$ cat src/rtl/direction_input_queue.sv
// Snake direction front end: synchronises and debounces four raw direction
// buttons, turns each debounced press into a one-cycle event, filters the
// event against the last queued heading and buffers accepted turns in a
// small FIFO that the game tick drains one entry per move.
module direction_input_queue #(
  parameter int DEBOUNCE_CYCLES = 327680,
  parameter int CNT_WIDTH       = 20,
  parameter int QUEUE_DEPTH     = 2
) (
  input  logic                             clk,
  input  logic                             reset,
  input  logic                             btn_up,
  input  logic                             btn_right,
  input  logic                             btn_down,
  input  logic                             btn_left,
  input  logic                             step,
  output logic [1:0]                       direction,
  output logic [$clog2(QUEUE_DEPTH+1)-1:0] q_count,
  output logic [3:0]                       press_evt,
  output logic                             turn_dropped
);

  localparam int QCNT_W = $clog2(QUEUE_DEPTH + 1);
  localparam int PTR_W  = (QUEUE_DEPTH > 1) ? $clog2(QUEUE_DEPTH) : 1;

  localparam logic [PTR_W-1:0]     PTR_LAST = PTR_W'(QUEUE_DEPTH - 1);
  localparam logic [CNT_WIDTH-1:0] CNT_LAST = CNT_WIDTH'(DEBOUNCE_CYCLES - 1);
  localparam logic [QCNT_W-1:0]    Q_FULL   = QCNT_W'(QUEUE_DEPTH);
  localparam logic [1:0]           DIR_RESET = 2'b01;

  // Channel order everywhere: bit 0 up, 1 right, 2 down, 3 left. The bit
  // index doubles as the heading code, so a candidate is just its index.
  logic [3:0]           btn_raw;
  logic [3:0]           sync_p0;
  logic [3:0]           sync_p1;
  logic [3:0]           stable;
  logic [3:0]           stable_last;
  logic [CNT_WIDTH-1:0] db_cnt [4];

  logic [1:0]           fifo_mem [QUEUE_DEPTH];
  logic [PTR_W-1:0]     wr_ptr;
  logic [PTR_W-1:0]     rd_ptr;
  logic [PTR_W-1:0]     tail_ptr;

  logic [1:0]           cand_dir;
  logic [1:0]           ref_dir;
  logic                 evt_any;
  logic                 is_same;
  logic                 is_opp;
  logic                 q_full;
  logic                 pop;
  logic                 push;
  logic                 drop_nxt;

  assign btn_raw = {btn_left, btn_down, btn_right, btn_up};

  function automatic logic [PTR_W-1:0] ptr_next(input logic [PTR_W-1:0] p);
    return (p == PTR_LAST) ? '0 : p + PTR_W'(1);
  endfunction

  function automatic logic [PTR_W-1:0] ptr_prev(input logic [PTR_W-1:0] p);
    return (p == '0) ? PTR_LAST : p - PTR_W'(1);
  endfunction

  // Stage p0/p1: two-flop synchroniser for the asynchronous buttons
  always_ff @(posedge clk or negedge reset) begin
    if (!reset) begin
      sync_p0 <= '0;
      sync_p1 <= '0;
    end else begin
      sync_p0 <= btn_raw;
      sync_p1 <= sync_p0;
    end
  end

  // Debounce: stable follows sync only after DEBOUNCE_CYCLES consecutive
  // disagreeing cycles; any agreeing cycle restarts the count from zero
  always_ff @(posedge clk or negedge reset) begin
    if (!reset) begin
      stable <= '0;
      for (int ch = 0; ch < 4; ch++) begin
        db_cnt[ch] <= '0;
      end
    end else begin
      for (int ch = 0; ch < 4; ch++) begin
        if (sync_p1[ch] == stable[ch]) begin
          db_cnt[ch] <= '0;
        end else if (db_cnt[ch] == CNT_LAST) begin
          stable[ch] <= sync_p1[ch];
          db_cnt[ch] <= '0;
        end else begin
          db_cnt[ch] <= db_cnt[ch] + CNT_WIDTH'(1);
        end
      end
    end
  end

  // Rising-edge detect on the debounced level; releases are ignored
  always_ff @(posedge clk or negedge reset) begin
    if (!reset) begin
      stable_last <= '0;
      press_evt   <= '0;
    end else begin
      stable_last <= stable;
      press_evt   <= stable & ~stable_last;
    end
  end

  // Acceptance: pick one candidate by priority and judge it against the
  // newest queued heading (or the live heading when nothing is queued)
  always_comb begin
    cand_dir = 2'b11;
    if (press_evt[0]) begin
      cand_dir = 2'b00;
    end else if (press_evt[1]) begin
      cand_dir = 2'b01;
    end else if (press_evt[2]) begin
      cand_dir = 2'b10;
    end

    tail_ptr = ptr_prev(wr_ptr);
    ref_dir  = (q_count != '0) ? fifo_mem[tail_ptr] : direction;

    evt_any  = |press_evt;
    is_same  = (cand_dir == ref_dir);
    is_opp   = (cand_dir == (ref_dir ^ 2'b10));
    q_full   = (q_count == Q_FULL);
    pop      = step && (q_count != '0);
    // A full queue still takes the turn when the tick frees a slot now
    push     = evt_any && !is_same && !is_opp && (!q_full || pop);
    drop_nxt = evt_any && !is_same && (is_opp || (q_full && !pop));
  end

  // Queue control and heading: pop loads the head into direction, push
  // advances the tail; there is no bypass from a push to direction
  always_ff @(posedge clk or negedge reset) begin
    if (!reset) begin
      wr_ptr       <= '0;
      rd_ptr       <= '0;
      q_count      <= '0;
      direction    <= DIR_RESET;
      turn_dropped <= 1'b0;
    end else begin
      turn_dropped <= drop_nxt;
      if (pop) begin
        direction <= fifo_mem[rd_ptr];
        rd_ptr    <= ptr_next(rd_ptr);
      end
      if (push) begin
        wr_ptr <= ptr_next(wr_ptr);
      end
      if (push && !pop) begin
        q_count <= q_count + QCNT_W'(1);
      end else if (pop && !push) begin
        q_count <= q_count - QCNT_W'(1);
      end
    end
  end

  // Queue storage; entries are only read while counted as valid
  always_ff @(posedge clk) begin
    if (push) begin
      fifo_mem[wr_ptr] <= cand_dir;
    end
  end

endmodule

$ cat config.mk
export PLATFORM = sky130hd
export DESIGN_NAME = direction_input_queue
export DESIGN_NICKNAME = d
export VERILOG_FILES = /design/src/rtl/direction_input_queue.sv
export SDC_FILE = /design/constraint.sdc
export NUM_CORES = 1
export LEC_CHECK = 0
export CORE_MARGIN = 8
export CORE_UTILIZATION = 50
export CTS_CLUSTER_SIZE = 12
export DETAILED_ROUTE_END_ITERATION = 6
export PLACE_DENSITY = 0.71
export SYNTH_ARGS = -nofsm -noshare
export SYNTH_HDL_FRONTEND = slang
export SYNTH_SLANG_ARGS = --single-unit
$ cat constraint.sdc
create_clock -name clk -period 5.7 [get_ports clk]
set_input_delay 0.855 -clock clk [delete_from_list [all_inputs] [get_ports clk]]
set_output_delay 0.855 -clock clk [all_outputs]
set_load 0.03 [all_outputs]
# [Yosys cells after proc, flatten, opt, wreduce, memory -nomap -nowiden]
# Memories as Yosys holds them, arrays and structs flattened. A register that Yosys moved wholly into a read port is not among the register bits.
# Index checks and enable logic that the tools add are counted.
# W data, S select, Z words.
[word_totals] ff_bits=105 n_memories=1 ram_bits=4 inputBits=7 out_inout_bits=9 wordCells=86
[mem_list] name="fifo_mem" words=2 width=2 read_ports=2 rd_clocked_by_memory_dff=1 wr=1 line="40" source="logic [1:0] fifo_mem [QUEUE_DEPTH];"
[classes] bitwise_logic=7 mux=19 reduce_logical=23 eq_ne=11 addsub=9
[ops] op="$mux W20" count=8
[ops] op="$add A20 B1 Y20 const B" count=4
[ops] op="$eq A20 B19 Y1 const B" count=4
[ops] op="$mux W2" count=5
[ops] op="$logic_and A1 B1 Y1" count=8
[ops] op="$reduce_and A2 Y1" count=4
[ops] op="$logic_not A1 Y1" count=6
[ops] op="$mux W1" count=6
[ops] op="$not A1 Y1" count=5
[ops] op="$and A4 B4 Y4" count=1
[ops] op="$eq A1 B1 Y1" count=4
[ops] op="$eq A2 B2 Y1" count=2
[ops] op="$not A4 Y4" count=1
[ops] op="$reduce_bool A2 Y1" count=2
[ops] op="$reduce_or A4 Y1" count=1
[ops] op="$add A1 B1 Y1 const B" count=2
[ops] op="$add A2 B1 Y2 const B" count=1
[ops] op="$eq A2 B2 Y1 const B" count=1
[ops] op="$logic_or A1 B1 Y1" count=2
[ops] op="$sub A2 B1 Y2 const B" count=1
[ops] op="$sub A1 B1 Y1 const B" count=1

# [Depth between registers and ports, before layout]
# An unclocked memory read counts as a cell.
[depth] word_depth=13 ltp_mapped=7 depth_no_buf=7

# [Least setup slack after synthesis]
# No wires, ideal clock.
[synth_path] kind="input -> register" startpoint="input port step" endpoint="register q_count[1]" path_buffers=0 setup_ps=81 path_slack_ps=3470 required_ps=5619 arrival_time_ps=2149 cell_stages=7 path_cell_list="or3b_2 -> o21ai_0 -> mux2i_1 -> ha_1 -> xor2_1 -> nor2_1 -> xor2_1"
[synth_between] elab_chain_cells=6 word_cells_on_any_way=9 cone_classes="1 x mux; 8 x reduce/logical"
[synth_rtl] element="from (decl)" line="16" source="input logic step,"
[synth_rtl] element="$logic_and A1 B1 Y1 *" line="128" source="pop = step && (q_count != '0);"
[synth_rtl] element="$logic_or A1 B1 Y1" line="130" source="push = evt_any && !is_same && !is_opp && (!q_full || pop);"
[synth_rtl] element="$logic_and A1 B1 Y1" line="130"
[synth_rtl] element="$logic_not A1 Y1" line="154" source="end else if (pop && !push) begin"
[synth_rtl] element="$logic_and A1 B1 Y1" line="154"
[synth_rtl] element="$reduce_bool A2 Y1 (no line)"
[synth_rtl] element="to (signal assigned)" line="153" source="q_count <= q_count + QCNT_W'(1);"
[synth_rtl] element="to (signal assigned)" line="155" source="q_count <= q_count - QCNT_W'(1);"
[synth_rtl] element="to (decl)" line="18" source="output logic [$clog2(QUEUE_DEPTH+1)-1:0] q_count,"
# Every way passes the cells marked *; elsewhere a longest branch is shown, timed or not.
# A chain may end at the register's enable or synchronous reset.

# [Worst setup path after layout]
[layout_path] startpoint="register direction[0], read port of fifo_mem" endpoint="output port direction[0]"
[layout_rtl] element="from (decl)" line="17" source="output logic [1:0] direction,"
# No word-level cell between the ends.

==> results.json <==
{
  "cts_root_buf": "clkbuf_8",
  "grt_pass1_vias": 3666,
  "grt_overflow": 0,
  "cts_max_level": 3,
  "outcome": "finished clean",
  "syn_to_final_growth_pct": 10.1,
  "ys_seq_area_frac": 0.544,
  "hold_viol_final": 0,
  "p_int_mw": 1.07,
  "fin_worst_skew_ns": 0.0159,
  "layout-drive-gt1-share": 0.0677,
  "synth_top_family_by_area": "simple AND/OR/NAND/NOR gates",
  "ys.flop_type": "dfrtp_1",
  "rows": 37,
  "die_area_um2": 13800,
  "slew_violations": 0,
  "start_util": 0.507,
  "worstPathRequired_ns": 4.85,
  "synthXorXnorAreaFrac": 0.102,
  "post-route-min-period_ns": 2.45,
  "switching_share": 0.217,
  "fill_cells": 868,
  "p_clk_frac": 0.379,
  "r2r-start": "db_cnt[0]$_DFF_PN0_",
  "synth_edf_count": 4,
  "ys_types": 43,
  "coreArea_um2": 10100,
  "critPathLaunch": "direction[0]$_DFFE_PN1N_",
  "ctsResizeCount": 0,
  "cts_hold_buffers": 0,
  "rsz0062_at_grt": "false",
  "cts_tree": "yes",
  "end_kind": "primary output",
  "max_slew_margin": 0.465,
  "comb_power_share": 0.032,
  "antenna_found_initial": 0,
  "power.total_mw": 1.37,
  "first_iter_violations": 142,
  "diodes": 0,
  "synth_seq_cells": 111,
  "switchingPower_mw": 0.299,
  "fmax_ghz": 0.407,
  "crit_arrival_ns": 1.60,
  "hold_end": "sync_p1[2]$_DFF_PN0_",
  "hp-class": "flip-flop to flip-flop",
  "cpLargestDelayFamily": "buffers and inverters",
  "grt_pass1_wl_um": 16100,
  "syn_inst": 493,
  "clockBufferDepth": 2,
  "cts_sinks": 111,
  "io_pins": 16,
  "slowest_stage": "clkdlybuf4s50_1",
  "via_per_inst": 5.54,
  "routed_wirelength_um": 8940,
  "post-cts-setup-buffers": 0,
  "hpwl_um": 6170,
  "synth_fa_ha_area_frac": 0.0122,
  "worstRegToRegCells": 5,
  "ant_nets": 0,
  "die_x_um": 117,
  "clk_pin_slew_ns": 0.11,
  "worstHoldStart": "sync_p0[2]$_DFF_PN0_",
  "holdPathStages": 0,
  "async_flop_share": 0.964,
  "setup_tns_ns": 0,
  "wl_per_cell_um": 13.7,
  "multi_input_area_um2": 2250,
  "power.leakage_nw": 2.27,
  "setup_viol": 0,
  "die_y_um": 117,
  "worst_path_largest_cell_delay_ns": 0.67,
  "synth_mux_area_frac": 0.0270,
  "vias": 3617,
  "finalCritPeriodShare": 0.431,
  "nets": 524,
  "first_pass_iters": 4,
  "place_congestion": 0.781,
  "grt_usage": 0.136,
  "regArea_um2": 2800,
  "cts_buffers": 9,
  "syn_area_um2": 5140,
  "synth_area_per_cell_um2": 10.4,
  "r2r_slack_ns": 3.36,
  "clk_latency_ns": 0.36,
  "grt_max_degree": 66,
  "synth_compound_area_frac": 0.0660,
  "syn_nets": 505,
  "crit_chain": "clkdlybuf4s50_1",
  "synth-simple-area-share": 0.231,
  "crit_type": "flip-flop to primary output",
  "portBuffers": 15,
  "worst_pin_slew_ns": 0.802,
  "ir_drop_uv": 120,
  "powerDensity_nw_per_um2": 243,
  "cp.buffers_inverters": 1,
  "r2r-end": "db_cnt[8]$_DFF_PN0_",
  "seqPwrFrac": 0.589,
  "yosysWarnings": 0,
  "setup.worst_path.start_class": "flip-flop",
  "drt_drc_violations_left": 0,
  "drv_cap": 0,
  "path_max_fanout": 3
}
## layout make-up
| type | instances | area share |
|---|---|---|
| Sequential cell | 111 | 0.495 |
| Multi-Input combinational cell | 360 | 0.398 |
| Tap cell | 136 | 0.0301 |
| Timing Repair Buffer | 16 | 0.0274 |
| Clock buffer | 10 | 0.0243 |
| Clock inverter | 6 | 0.0159 |
| Inverter | 14 | 0.00929 |
## cell usage after synthesis (4+ instances only)
cell type | number | area [um^2]
a21oi_1 | 21 | 105
and3_1 | 6 | 37.5
and4_1 | 7 | 61.3
buf_2 | 5 | 25.0
dfrtp_1 | 106 | 2650
edfxtp_1 | 4 | 120
ha_1 | 5 | 62.6
inv_1 | 14 | 52.6
mux2_2 | 7 | 78.8
mux2i_1 | 6 | 60.1
nand2_1 | 28 | 105
nand3_1 | 29 | 145
nand4_1 | 20 | 125
nor2_1 | 75 | 282
nor2b_1 | 7 | 43.8
nor3_1 | 7 | 35.0
nor4_1 | 12 | 75.1
o21ai_0 | 13 | 65.1
o31ai_1 | 9 | 67.6
or3_1 | 12 | 75.1
or4_1 | 10 | 75.1
xnor2_1 | 41 | 359
xor2_1 | 19 | 166
## worst max path at each step
stage          cells past startpoint  slack (ns)                      to
3_5_place_dp                       8        2.96  q_count[1]$_DFFE_PN0P_
6_report                           1        3.25            direction[0]
2_1_floorplan                      7        3.47  q_count[1]$_DFFE_PN0P_
4_1_cts                            1        3.20            direction[0]
5_1_grt                            5        3.13    db_cnt[10]$_DFF_PN0_
3_3_place_gp                       8        2.99  q_count[1]$_DFFE_PN0P_
## flip-flops by register name (all words and copies together) (netlist names)
name,cells
turn_dropped,1
rd_ptr,1
db_cnt,80
fifo_mem,4
stable_last,4
press_evt,4
wr_ptr,1
sync_p0,4
stable,4
direction,2
sync_p1,4
q_count,2
## metrics by stage
stage	area [um^2]	hold slack (ns)	setup WS [ns]	cells	util
final	5660	0.371	3.25	653	0.558
after global routing	5660	0.381	3.13	653	0.558
after CTS	5660	0.373	3.20	653	0.558
after detailed placement	5430	0.352	2.96	637	0.536
after global placement	5430	0.346	2.99	637	0.536
after floorplan	5140	0.331	3.47	493	-
## worst register-to-register path: stages, from the launching register on
cell and delay [ns]:
dfrtp_1 0.39, ha_1 0.25, nand4_1 0.33, nor4_1 0.55
a21o_1 0.59, nor2_1 0.10
## layout by cell type, fill, tap and decap left out, types with 2 or more instances in the layout
| cell type | instances |
|---|---|
| inv_6 | 2 |
| o21ai_0 | 13 |
| mux2i_1 | 6 |
| clkdlybuf4s50_1 | 14 |
| nor2b_1 | 7 |
| xnor2_1 | 41 |
| nor3_1 | 7 |
| or3_1 | 12 |
| or4_1 | 10 |
| nand3_2 | 3 |
| nand3_1 | 29 |
| mux2_2 | 7 |
| edfxtp_1 | 4 |
| dfrtp_1 | 106 |
| nor2_1 | 75 |
| and3_1 | 6 |
| nand2_1 | 28 |
| and2_1 | 2 |
| and4_1 | 7 |
| clkbuf_8 | 10 |
| o31ai_1 | 9 |
| a2111oi_0 | 2 |
| xor2_1 | 19 |
| bufinv_16 | 2 |
| ha_1 | 5 |
| nor4b_1 | 3 |
| a21o_1 | 3 |
| inv_1 | 14 |
| nand4_1 | 20 |
| nor4_1 | 12 |
| buf_4 | 2 |
| a21oi_1 | 21 |
## layer usage
| layer | vias up | global-route usage | part of all wire |
|---|---|---|---|
| met2 | 30 | 0.222 | 0.48 |
| met5 | - | 0 | 0 |
| li1 | 1785 | - | - |
| met1 | 1794 | 0.170 | 0.48 |
| met4 | 0 | 0.0552 | 0.011 |
| met3 | 8 | 0.0307 | 0.025 |
## kinds of logic after synthesis
logic type	count (synthesis)
compound gates	54
xor+xnor	60
fa+ha+maj	5
buf+inv	22
flops	111
mux	13
simple gates	228
## power by group through the flow
stage          Clock, mW  Combinational [mW]  Sequential (mW)
3_3_place_gp           0              0.0443            0.824
5_1_grt            0.569              0.0517            0.811
4_1_cts            0.538              0.0455            0.809
2_1_floorplan          0              0.0215            0.823
3_5_place_dp           0              0.0455            0.825
6_report           0.521              0.0437            0.809
No activity file was read; power rests on OpenSTA's default activity.
